## config.mk

```make
export PLATFORM = sky130hd
export DESIGN_NAME = memory_bus_arbiter_flat
export DESIGN_NICKNAME = d
export VERILOG_FILES = /design/src/rtl/memory_bus_arbiter_pkg.sv /design/src/rtl/memory_bus_arbiter_if.sv /design/src/rtl/memory_bus_arbiter_beat_counter.sv /design/src/rtl/memory_bus_arbiter.sv /design/src/flat_wrapper.sv
export SDC_FILE = /design/constraint.sdc
export NUM_CORES = 1
export LEC_CHECK = 0
export CORE_ASPECT_RATIO = 2
export CORE_MARGIN = 1
export CORE_UTILIZATION = 31
export DETAILED_ROUTE_END_ITERATION = 12
export GPL_TIMING_DRIVEN = 0
export HOLD_SLACK_MARGIN = 0.02
export MAX_ROUTING_LAYER = met4
export PLACE_DENSITY = 0.78
export SETUP_SLACK_MARGIN = 0.15
export SYNTH_ARGS = -nofsm -noshare
export SYNTH_HDL_FRONTEND = slang
export SYNTH_SLANG_ARGS = --single-unit
```

## constraint.sdc

```tcl
create_clock -name clk -period 2 [get_ports clk]
set_input_delay 0.6 -clock clk [delete_from_list [all_inputs] [get_ports clk]]
set_output_delay 0.6 -clock clk [all_outputs]
set_load 0.01 [all_outputs]
```

## src/rtl/memory_bus_arbiter_pkg.sv

```systemverilog
// Shared definitions for the external memory bus arbiter and its beat counter.
//   arb_state_t   : arbiter ownership state (IDLE, IBURST, DBURST)
//   requester_t   : identifies which cache last owned the bus
//   BEATS_DEFAULT : default number of words per cache-block burst
package mem_bus_pkg;

    typedef enum logic [1:0] {
        IDLE,
        IBURST,
        DBURST
    } arb_state_t;

    typedef enum logic {
        REQ_I,
        REQ_D
    } requester_t;

    localparam int BEATS_DEFAULT = 4;

endpackage

```

## src/rtl/memory_bus_arbiter_if.sv

```systemverilog
// Bundle of cache-side request signals and memory-bus signals for the arbiter.
//   master : arbiter view (takes requests and HReady, drives grants, strobes, bus)
//   slave  : cache/memory view (drives requests and HReady, observes the rest)
interface memory_bus_arbiter_if #(
    parameter int BEATS      = 4,
    parameter int ADDR_WIDTH = 32,
    parameter int DATA_WIDTH = 32
) ();

    logic                       IReq;
    logic [ADDR_WIDTH-1:0]      IAddr;
    logic                       DReq;
    logic                       DWrite;
    logic [ADDR_WIDTH-1:0]      DAddr;
    logic [DATA_WIDTH-1:0]      DWData;
    logic                       IGrant;
    logic                       DGrant;
    logic                       IBusReady;
    logic                       DBusReady;
    logic [$clog2(BEATS)-1:0]   Counter;
    logic                       HRequest;
    logic                       HWrite;
    logic [ADDR_WIDTH-1:0]      HAddr;
    logic [DATA_WIDTH-1:0]      HWData;
    logic                       HReady;

    modport master (
        input  IReq, IAddr, DReq, DWrite, DAddr, DWData, HReady,
        output IGrant, DGrant, IBusReady, DBusReady, Counter,
               HRequest, HWrite, HAddr, HWData
    );

    modport slave (
        output IReq, IAddr, DReq, DWrite, DAddr, DWData, HReady,
        input  IGrant, DGrant, IBusReady, DBusReady, Counter,
               HRequest, HWrite, HAddr, HWData
    );

endinterface

```

## src/rtl/memory_bus_arbiter_beat_counter.sv

```systemverilog
// Beat index counter for one cache-block burst; shared with the cache controllers.
//   clk   : clock
//   clear : synchronous clear to beat 0
//   en    : a beat completed this cycle, advance (wraps BEATS-1 -> 0)
//   count : current beat index
//   last  : current beat is the final beat of the block
module beat_counter
    import mem_bus_pkg::*;
#(
    parameter int BEATS = BEATS_DEFAULT,
    localparam int CW   = $clog2(BEATS)
) (
    input  logic          clk,
    input  logic          clear,
    input  logic          en,
    output logic [CW-1:0] count,
    output logic          last
);

    // BEATS is a power of two, so the natural wrap of the counter returns it to 0
    // after the final beat without any extra compare.
    always_ff @(posedge clk) begin
        if (clear) begin
            count <= '0;
        end else if (en) begin
            count <= count + 1'b1;
        end
    end

    assign last = (count == CW'(BEATS - 1));

endmodule

```

## src/rtl/memory_bus_arbiter.sv

```systemverilog
// Arbitrates the single external memory bus between the I-cache and D-cache
// controllers. A granted requester owns the bus for one full block burst; the
// arbiter produces the beat address, write data gating, per-requester BusReady
// strobes and the shared beat counter. A D writeback is locked together with
// the D refill that follows it.
//   clk, reset : clock, synchronous active-high reset
//   bus        : master modport (requests in, grants/strobes/bus signals out)
module memory_bus_arbiter
    import mem_bus_pkg::*;
#(
    parameter int BEATS      = BEATS_DEFAULT,
    parameter int ADDR_WIDTH = 32,
    parameter int DATA_WIDTH = 32
) (
    input logic                  clk,
    input logic                  reset,
    memory_bus_arbiter_if.master bus
);

    localparam int CW   = $clog2(BEATS);
    localparam int OFFS = CW + 2;
    localparam logic [ADDR_WIDTH-1:0] BLOCK_MASK = {{(ADDR_WIDTH-OFFS){1'b1}}, {OFFS{1'b0}}};
    localparam logic [DATA_WIDTH-1:0] NO_DATA    = '0;

    arb_state_t            state;
    arb_state_t            state_nxt;
    requester_t            last_grant;
    logic                  lock;
    logic                  writeq;
    logic [ADDR_WIDTH-1:0] base_addr;
    logic [CW-1:0]         counter;
    logic                  last_beat;
    logic                  in_burst;
    logic                  beat_done;
    logic                  burst_end;

    assign in_burst  = (state != IDLE);
    assign beat_done = in_burst && bus.HReady;
    assign burst_end = beat_done && last_beat;

    beat_counter #(
        .BEATS (BEATS)
    ) u_beat_counter (
        .clk   (clk),
        .clear (reset),
        .en    (beat_done),
        .count (counter),
        .last  (last_beat)
    );

    always_comb begin
        state_nxt = state;
        case (state)
            IDLE: begin
                // The lock wins over round-robin so a writeback is always
                // followed by its refill before the I-cache can cut in.
                if (lock && bus.DReq) begin
                    state_nxt = DBURST;
                end else if (bus.IReq && bus.DReq) begin
                    state_nxt = (last_grant == REQ_I) ? DBURST : IBURST;
                end else if (bus.IReq) begin
                    state_nxt = IBURST;
                end else if (bus.DReq) begin
                    state_nxt = DBURST;
                end
            end
            IBURST, DBURST: begin
                if (burst_end) begin
                    state_nxt = IDLE;
                end
            end
            default: state_nxt = IDLE;
        endcase
    end

    always_ff @(posedge clk) begin
        if (reset) begin
            state      <= IDLE;
            last_grant <= REQ_I;
            lock       <= 1'b0;
            writeq     <= 1'b0;
            base_addr  <= '0;
        end else begin
            state <= state_nxt;

            // The lock lives only for the single IDLE cycle after a writeback.
            if (state == IDLE) begin
                lock <= 1'b0;
            end else if (state == DBURST && writeq && burst_end) begin
                lock <= 1'b1;
            end

            if (state == IDLE && state_nxt == IBURST) begin
                base_addr  <= bus.IAddr & BLOCK_MASK;
                writeq     <= 1'b0;
                last_grant <= REQ_I;
            end else if (state == IDLE && state_nxt == DBURST) begin
                base_addr  <= bus.DAddr & BLOCK_MASK;
                writeq     <= bus.DWrite;
                last_grant <= REQ_D;
            end
        end
    end

    assign bus.IGrant    = (state == IBURST);
    assign bus.DGrant    = (state == DBURST);
    assign bus.IBusReady = (state == IBURST) && bus.HReady;
    assign bus.DBusReady = (state == DBURST) && bus.HReady;
    assign bus.Counter   = counter;
    assign bus.HRequest  = in_burst;
    assign bus.HWrite    = in_burst && writeq;
    assign bus.HAddr     = in_burst ? (base_addr | {{(ADDR_WIDTH-OFFS){1'b0}}, counter, 2'b00})
                                    : '0;
    assign bus.HWData    = (in_burst && writeq) ? bus.DWData : NO_DATA;

endmodule

```

## src/flat_wrapper.sv

```systemverilog
// flat-port wrapper written by rule: the top's interface ports become plain ports
module memory_bus_arbiter_flat import mem_bus_pkg::*;
#(
    parameter int BEATS      = BEATS_DEFAULT,
    parameter int ADDR_WIDTH = 32,
    parameter int DATA_WIDTH = 32
)
  (clk, reset, bus_IReq, bus_IAddr, bus_DReq, bus_DWrite, bus_DAddr, bus_DWData, bus_HReady, bus_IGrant, bus_DGrant, bus_IBusReady, bus_DBusReady, bus_Counter, bus_HRequest, bus_HWrite, bus_HAddr, bus_HWData);
  memory_bus_arbiter_if #(.BEATS(BEATS), .ADDR_WIDTH(ADDR_WIDTH), .DATA_WIDTH(DATA_WIDTH)) bus_i ();
  input logic clk;
  input logic reset;
  input wire logic [$bits(bus_i.IReq)-1:0] bus_IReq;
  input wire logic [$bits(bus_i.IAddr)-1:0] bus_IAddr;
  input wire logic [$bits(bus_i.DReq)-1:0] bus_DReq;
  input wire logic [$bits(bus_i.DWrite)-1:0] bus_DWrite;
  input wire logic [$bits(bus_i.DAddr)-1:0] bus_DAddr;
  input wire logic [$bits(bus_i.DWData)-1:0] bus_DWData;
  input wire logic [$bits(bus_i.HReady)-1:0] bus_HReady;
  output wire logic [$bits(bus_i.IGrant)-1:0] bus_IGrant;
  output wire logic [$bits(bus_i.DGrant)-1:0] bus_DGrant;
  output wire logic [$bits(bus_i.IBusReady)-1:0] bus_IBusReady;
  output wire logic [$bits(bus_i.DBusReady)-1:0] bus_DBusReady;
  output wire logic [$bits(bus_i.Counter)-1:0] bus_Counter;
  output wire logic [$bits(bus_i.HRequest)-1:0] bus_HRequest;
  output wire logic [$bits(bus_i.HWrite)-1:0] bus_HWrite;
  output wire logic [$bits(bus_i.HAddr)-1:0] bus_HAddr;
  output wire logic [$bits(bus_i.HWData)-1:0] bus_HWData;
  assign bus_i.IReq = bus_IReq;
  assign bus_i.IAddr = bus_IAddr;
  assign bus_i.DReq = bus_DReq;
  assign bus_i.DWrite = bus_DWrite;
  assign bus_i.DAddr = bus_DAddr;
  assign bus_i.DWData = bus_DWData;
  assign bus_i.HReady = bus_HReady;
  assign bus_IGrant = bus_i.IGrant;
  assign bus_DGrant = bus_i.DGrant;
  assign bus_IBusReady = bus_i.IBusReady;
  assign bus_DBusReady = bus_i.DBusReady;
  assign bus_Counter = bus_i.Counter;
  assign bus_HRequest = bus_i.HRequest;
  assign bus_HWrite = bus_i.HWrite;
  assign bus_HAddr = bus_i.HAddr;
  assign bus_HWData = bus_i.HWData;
  memory_bus_arbiter #(.BEATS(BEATS), .ADDR_WIDTH(ADDR_WIDTH), .DATA_WIDTH(DATA_WIDTH)) u_core (.clk(clk), .reset(reset), .bus(bus_i));
endmodule
```

==> summary.md <==
| Metric | Value |
|---|---|
| Routed via count divided by cell count | 5.059 |
| Detailed-route via count | 2752 |
| Combined area of all synthesized cells | 2246 µm² |
| Number of placement rows | 43 |
| Synth Register Bits | 35 |
| Final critical path time including I/O delays and setup | 2.247 ns |
| Number of cells traversed by the worst hold path | 2 |
| Most common library cells after synthesis | sky130_fd_sc_hd__and2_1 (35), sky130_fd_sc_hd__dfxtp_1 (35), sky130_fd_sc_hd__inv_1 (32), sky130_fd_sc_hd__nor2b_1 (32), sky130_fd_sc_hd__a31oi_1 (30) |
| Layout Skew | 0.001760 ns |
| DR iter-0 viols | 45 |
| Worst hold path class | reg -> reg |
| Total count of max-transition violations in the final report | 0 |
| Final nets | 561 |
| Commonest register cell after synthesis | sky130_fd_sc_hd__dfxtp_1 |
| Data arrival, critical path | 1.65 ns |
| Routability cong. | 0.9266 |
| # Max-Cap Violations | 0 |
| Outcome | complete, but fails checks |
| Distinct cells, synth | 38 |
| Number of antenna violations at the first check in global routing | 0 |
| Diodes inserted | 0 |
| Async SR Flop Fraction | 0% |
| Fraction of power spent switching nets | 35.64% |
| Internal power summed over all cells | 0.003162 W |
| Lkg Pwr | 2.165 nW |
| Total global routing overflow | 0 |
| Clk sink count | 35 |
| Worst reg2reg path depth | 12 |
| Worst vdd ir | 0.6671 mV |
| Number of detailed-route iterations in the first pass | 4 |
| Slack of the worst reg-to-reg path | -0.24 ns |
| Share of power burned in the clock network | 15.5% |
| Cell type with the highest aggregate area in the netlist | sky130_fd_sc_hd__dfxtp_1 |
| Insertion delay of the later-clocked pin in the worst-skew pair | 0.28 ns |
| Violated checks | negative setup slack |
| Portion of synthesized cell area occupied by the leading cell type | 31.20% |
| Worst Path Required | 1.40 ns |
| X dimension of the die | 62.19 µm |
| CP max stage cell | sky130_fd_sc_hd__dfxtp_4 |
| Kind of end point of the critical path | output pin |
| Part of the cycle the worst path needs | 112.3% |
| Hold path start | u_core.last_grant$_SDFFE_PP0P_ |
| Kind of start point of the critical path | flop |
| Number of enable-type register cells in the synthesized netlist | 0 |
| Buffers added on ports | 162 |
| Worst Hold End | u_core.last_grant$_SDFFE_PP0P_ |
| Number of standard cells after synthesis | 258 |
| Leading cell types by total area after synthesis | sky130_fd_sc_hd__dfxtp_1 (31%), sky130_fd_sc_hd__o221a_2 (10%), sky130_fd_sc_hd__and2_1 (9.7%) |
| Worst setup slack after placement | -0.7745 ns |
| Category of the critical setup timing path | reg -> out |
| Setup Viol. Count Final | 90 |
| Minimum setup slack in the final design | -0.2466 ns |
| Drt wl/cell | 16.89 µm |
| Proportion of power drawn by flip-flops and latches | 23.7% |
| Maximum clock frequency | 0.4451 GHz |
| Setup repair after global routing missed its margin | true |
| Worst Path Max Fanout | 6 |
| Slew at the pin closest to its max-slew limit | 0.4940 ns |
| Drc violations | 0 |
| Core Footprint | 6994 µm² |
| Vias in the first global route | 2801 |
| Vertical die dimension | 122.4 µm |
| Signed area change from the synthesized netlist to the final layout | 112.1% |
| Total power after layout | 0.004914 W |
| Pin count of the biggest net entering global routing | 11 |
| Finished Layout Cells | 544 |
| CP peak stage delay | 0.36 ns |
| Starting Density | 32.11% |
| Root cell of the clock tree | sky130_fd_sc_hd__clkbuf_16 |
| Maximum clock insertion buffer count | 2 |
| Mean area per synthesized cell | 8.705 µm² |
| Yosys warning total | 0 |
| Register area share after synthesis | 31.20% |
| Post-DP HPWL | 6.344 mm |
| Endpoint of the worst-slack reg-to-reg timing path | u_core.base_addr[24]$_SDFFE_PP0P_ |
| Ratio of cells with drive above 1 in the final layout | 42.73% |
| Clock tree from TritonCTS | done |
| Ports | 174 |
| Filler cell count in the final layout | 541 |
| DRT antenna net count | 0 |
| PwrDens | 1031 nW/µm² |
| Launching element of the worst setup path | u_core.state[0]$_SDFF_PP0_ |
| Quantity of hold-fixing buffers added after cts | 0 |
| FF-to-FF Start | u_core.state[0]$_SDFF_PP0_ |
| Clock Pin Slew Worst Setup and Hold Paths | 0.05 ns |
| H-Tree Depth | 2 |
| First-pass GRT wire length | 13.46 mm |
| Number of placed instances with taps included | 511 |
| Net switching power of the design | 0.001751 W |
| All-layer global routing usage | 23.48% |
| Wirelength, routed | 9.186 mm |
| Relative max-transition margin | 66.78% |
| Number of clock buffers inserted by TritonCTS | 5 |
| Area enclosed by the die boundary | 7610 µm² |
| Sequence of cells on the critical path | inv_4 -> ha_4 -> buf_8 -> nor2b_4 -> buf_6 -> buf_8 -> buf_6 -> and2_1 -> buf_2 |
| Comb pwr share | 60.7% |
| Final hold violation count | 0 |
cells in the final DEF, fill, tap and decap left out, types with 2 or more instances in the layout:
cell type | Yosys | layout
sky130_fd_sc_hd__buf_6 | 3 | 39
sky130_fd_sc_hd__a21oi_1 | 2 | 2
sky130_fd_sc_hd__dlygate4sd2_1 | 0 | 2
sky130_fd_sc_hd__buf_4 | 3 | 13
sky130_fd_sc_hd__a31oi_2 | 0 | 2
sky130_fd_sc_hd__clkbuf_16 | 0 | 7
sky130_fd_sc_hd__buf_8 | 0 | 8
sky130_fd_sc_hd__o21ai_2 | 0 | 2
sky130_fd_sc_hd__nand2_1 | 3 | 2
sky130_fd_sc_hd__clkbuf_8 | 5 | 8
sky130_fd_sc_hd__nor3_1 | 3 | 3
sky130_fd_sc_hd__nor2b_4 | 0 | 9
sky130_fd_sc_hd__and2_4 | 0 | 18
sky130_fd_sc_hd__dfxtp_1 | 35 | 33
sky130_fd_sc_hd__and2_1 | 35 | 17
sky130_fd_sc_hd__clkbuf_2 | 0 | 2
sky130_fd_sc_hd__a31oi_1 | 30 | 28
sky130_fd_sc_hd__dfxtp_4 | 0 | 2
sky130_fd_sc_hd__ha_1 | 5 | 2
sky130_fd_sc_hd__ha_4 | 0 | 2
sky130_fd_sc_hd__inv_4 | 0 | 2
sky130_fd_sc_hd__inv_1 | 32 | 30
sky130_fd_sc_hd__clkdlybuf4s15_2 | 0 | 10
sky130_fd_sc_hd__o221a_1 | 8 | 8
sky130_fd_sc_hd__conb_1 | 1 | 2
sky130_fd_sc_hd__nor2b_2 | 0 | 4
sky130_fd_sc_hd__nand3_1 | 3 | 2
sky130_fd_sc_hd__o31ai_1 | 2 | 2
sky130_fd_sc_hd__o221a_4 | 0 | 19
sky130_fd_sc_hd__buf_2 | 4 | 34
sky130_fd_sc_hd__clkdlybuf4s50_1 | 0 | 90
sky130_fd_sc_hd__nor2b_1 | 32 | 19
sky130_fd_sc_hd__nor2_1 | 5 | 5
worst max-delay path by stage:
stage	to	slack, ns	cells past startpoint
6_report	bus_HWData[10]	-0.25	9
5_1_grt	u_core.base_addr[24]$_SDFFE_PP0P_	-0.33	12
4_1_cts	bus_HWData[5]	-0.27	9
3_5_place_dp	u_core.base_addr[9]$_SDFFE_PP0P_	-0.77	7
3_3_place_gp	u_core.base_addr[13]$_SDFFE_PP0P_	-0.70	7
2_1_floorplan	u_core.base_addr[12]$_SDFFE_PP0P_	0.05	6
power by group through the flow:
stage / Combinational [W] / Clock (W) / Sequential, W
5_1_grt: 0.00316 / 0.000798 / 0.00119
3_3_place_gp: 0.00210 / 0 / 0.00113
4_1_cts: 0.00251 / 0.000777 / 0.00112
2_1_floorplan: 0.00132 / 0 / 0.00110
3_5_place_dp: 0.00214 / 0 / 0.00114
6_report: 0.00298 / 0.000763 / 0.00117
cell type report:
cell class                      count  area (µm²)  share of cell area [%]
Multi-Input combinational cell    169        1627                   34.14
Clock buffer                        6       138.9                   2.915
Sequential cell                    35       708.2                   14.86
Inverter                           32       125.1                   2.626
Clock inverter                      1       5.005                  0.1050
Timing Repair Buffer              188        1772                   37.18
Tap cell                           90       112.6                   2.363
Buffer                             23       276.5                   5.804
critical path: cells and delay by family (launching register included):
family	cells	cell delay, ns
flip-flops	1	0.36
buffers and inverters	6	0.62
adder cells (fa/ha/maj)	1	0.16
AND/OR/NAND/NOR	2	0.23
cell families (layout without fill, tap and decap cells):
family,after synthesis,count (layout),synth area share [%]
compound gates,71,71,26.74
xor+xnor,1,1,0.3900
fa+ha+maj,5,5,2.786
buf+inv,55,250,13.37
flops,35,35,31.20
mux,1,1,0.4457
other cells,1,2,0.1670
simple gates,89,89,24.90
through the flow:
stage | setup TNS (ns) | area, µm² | utilization, % | hold slack [ns]
after detailed placement | -49.07 | 4048 | 57.87 | 0.4818
after global placement | -46.73 | 4048 | 57.87 | 0.4737
final | -15.21 | 4765 | 68.12 | 0.5057
after floorplan | 0 | 2313 | - | 0.4557
after CTS | -10.54 | 4437 | 63.43 | 0.4903
after global routing | -20.76 | 4765 | 68.12 | 0.5374
layer usage:
| layer | track usage (%) | share of wire (%) | vias to the layer above |
|---|---|---|---|
| met5 | - | 0 | - |
| met4 | 16.86 | 6.0 | 0 |
| met3 | 4.461 | 6.5 | 32 |
| met2 | 46.84 | 57 | 156 |
| met1 | 18.36 | 31 | 1265 |
| li1 | - | - | 1299 |
repair_timing:
action,4_1_cts,5_1_grt
pin swaps,25,14
endpoints found under the setup margin,99,98
buffers inserted,17,3
resized for setup,342,63
gates cloned,7,0
registers in the layout, indices dropped and copies added (netlist names):
name and cells:
u_core.u_beat_counter.count 2, u_core.last_grant 1, u_core.state 2, u_core.lock 1, u_core.writeq 1, u_core.base_addr 28
No activity file was read; power rests on OpenSTA's default activity.
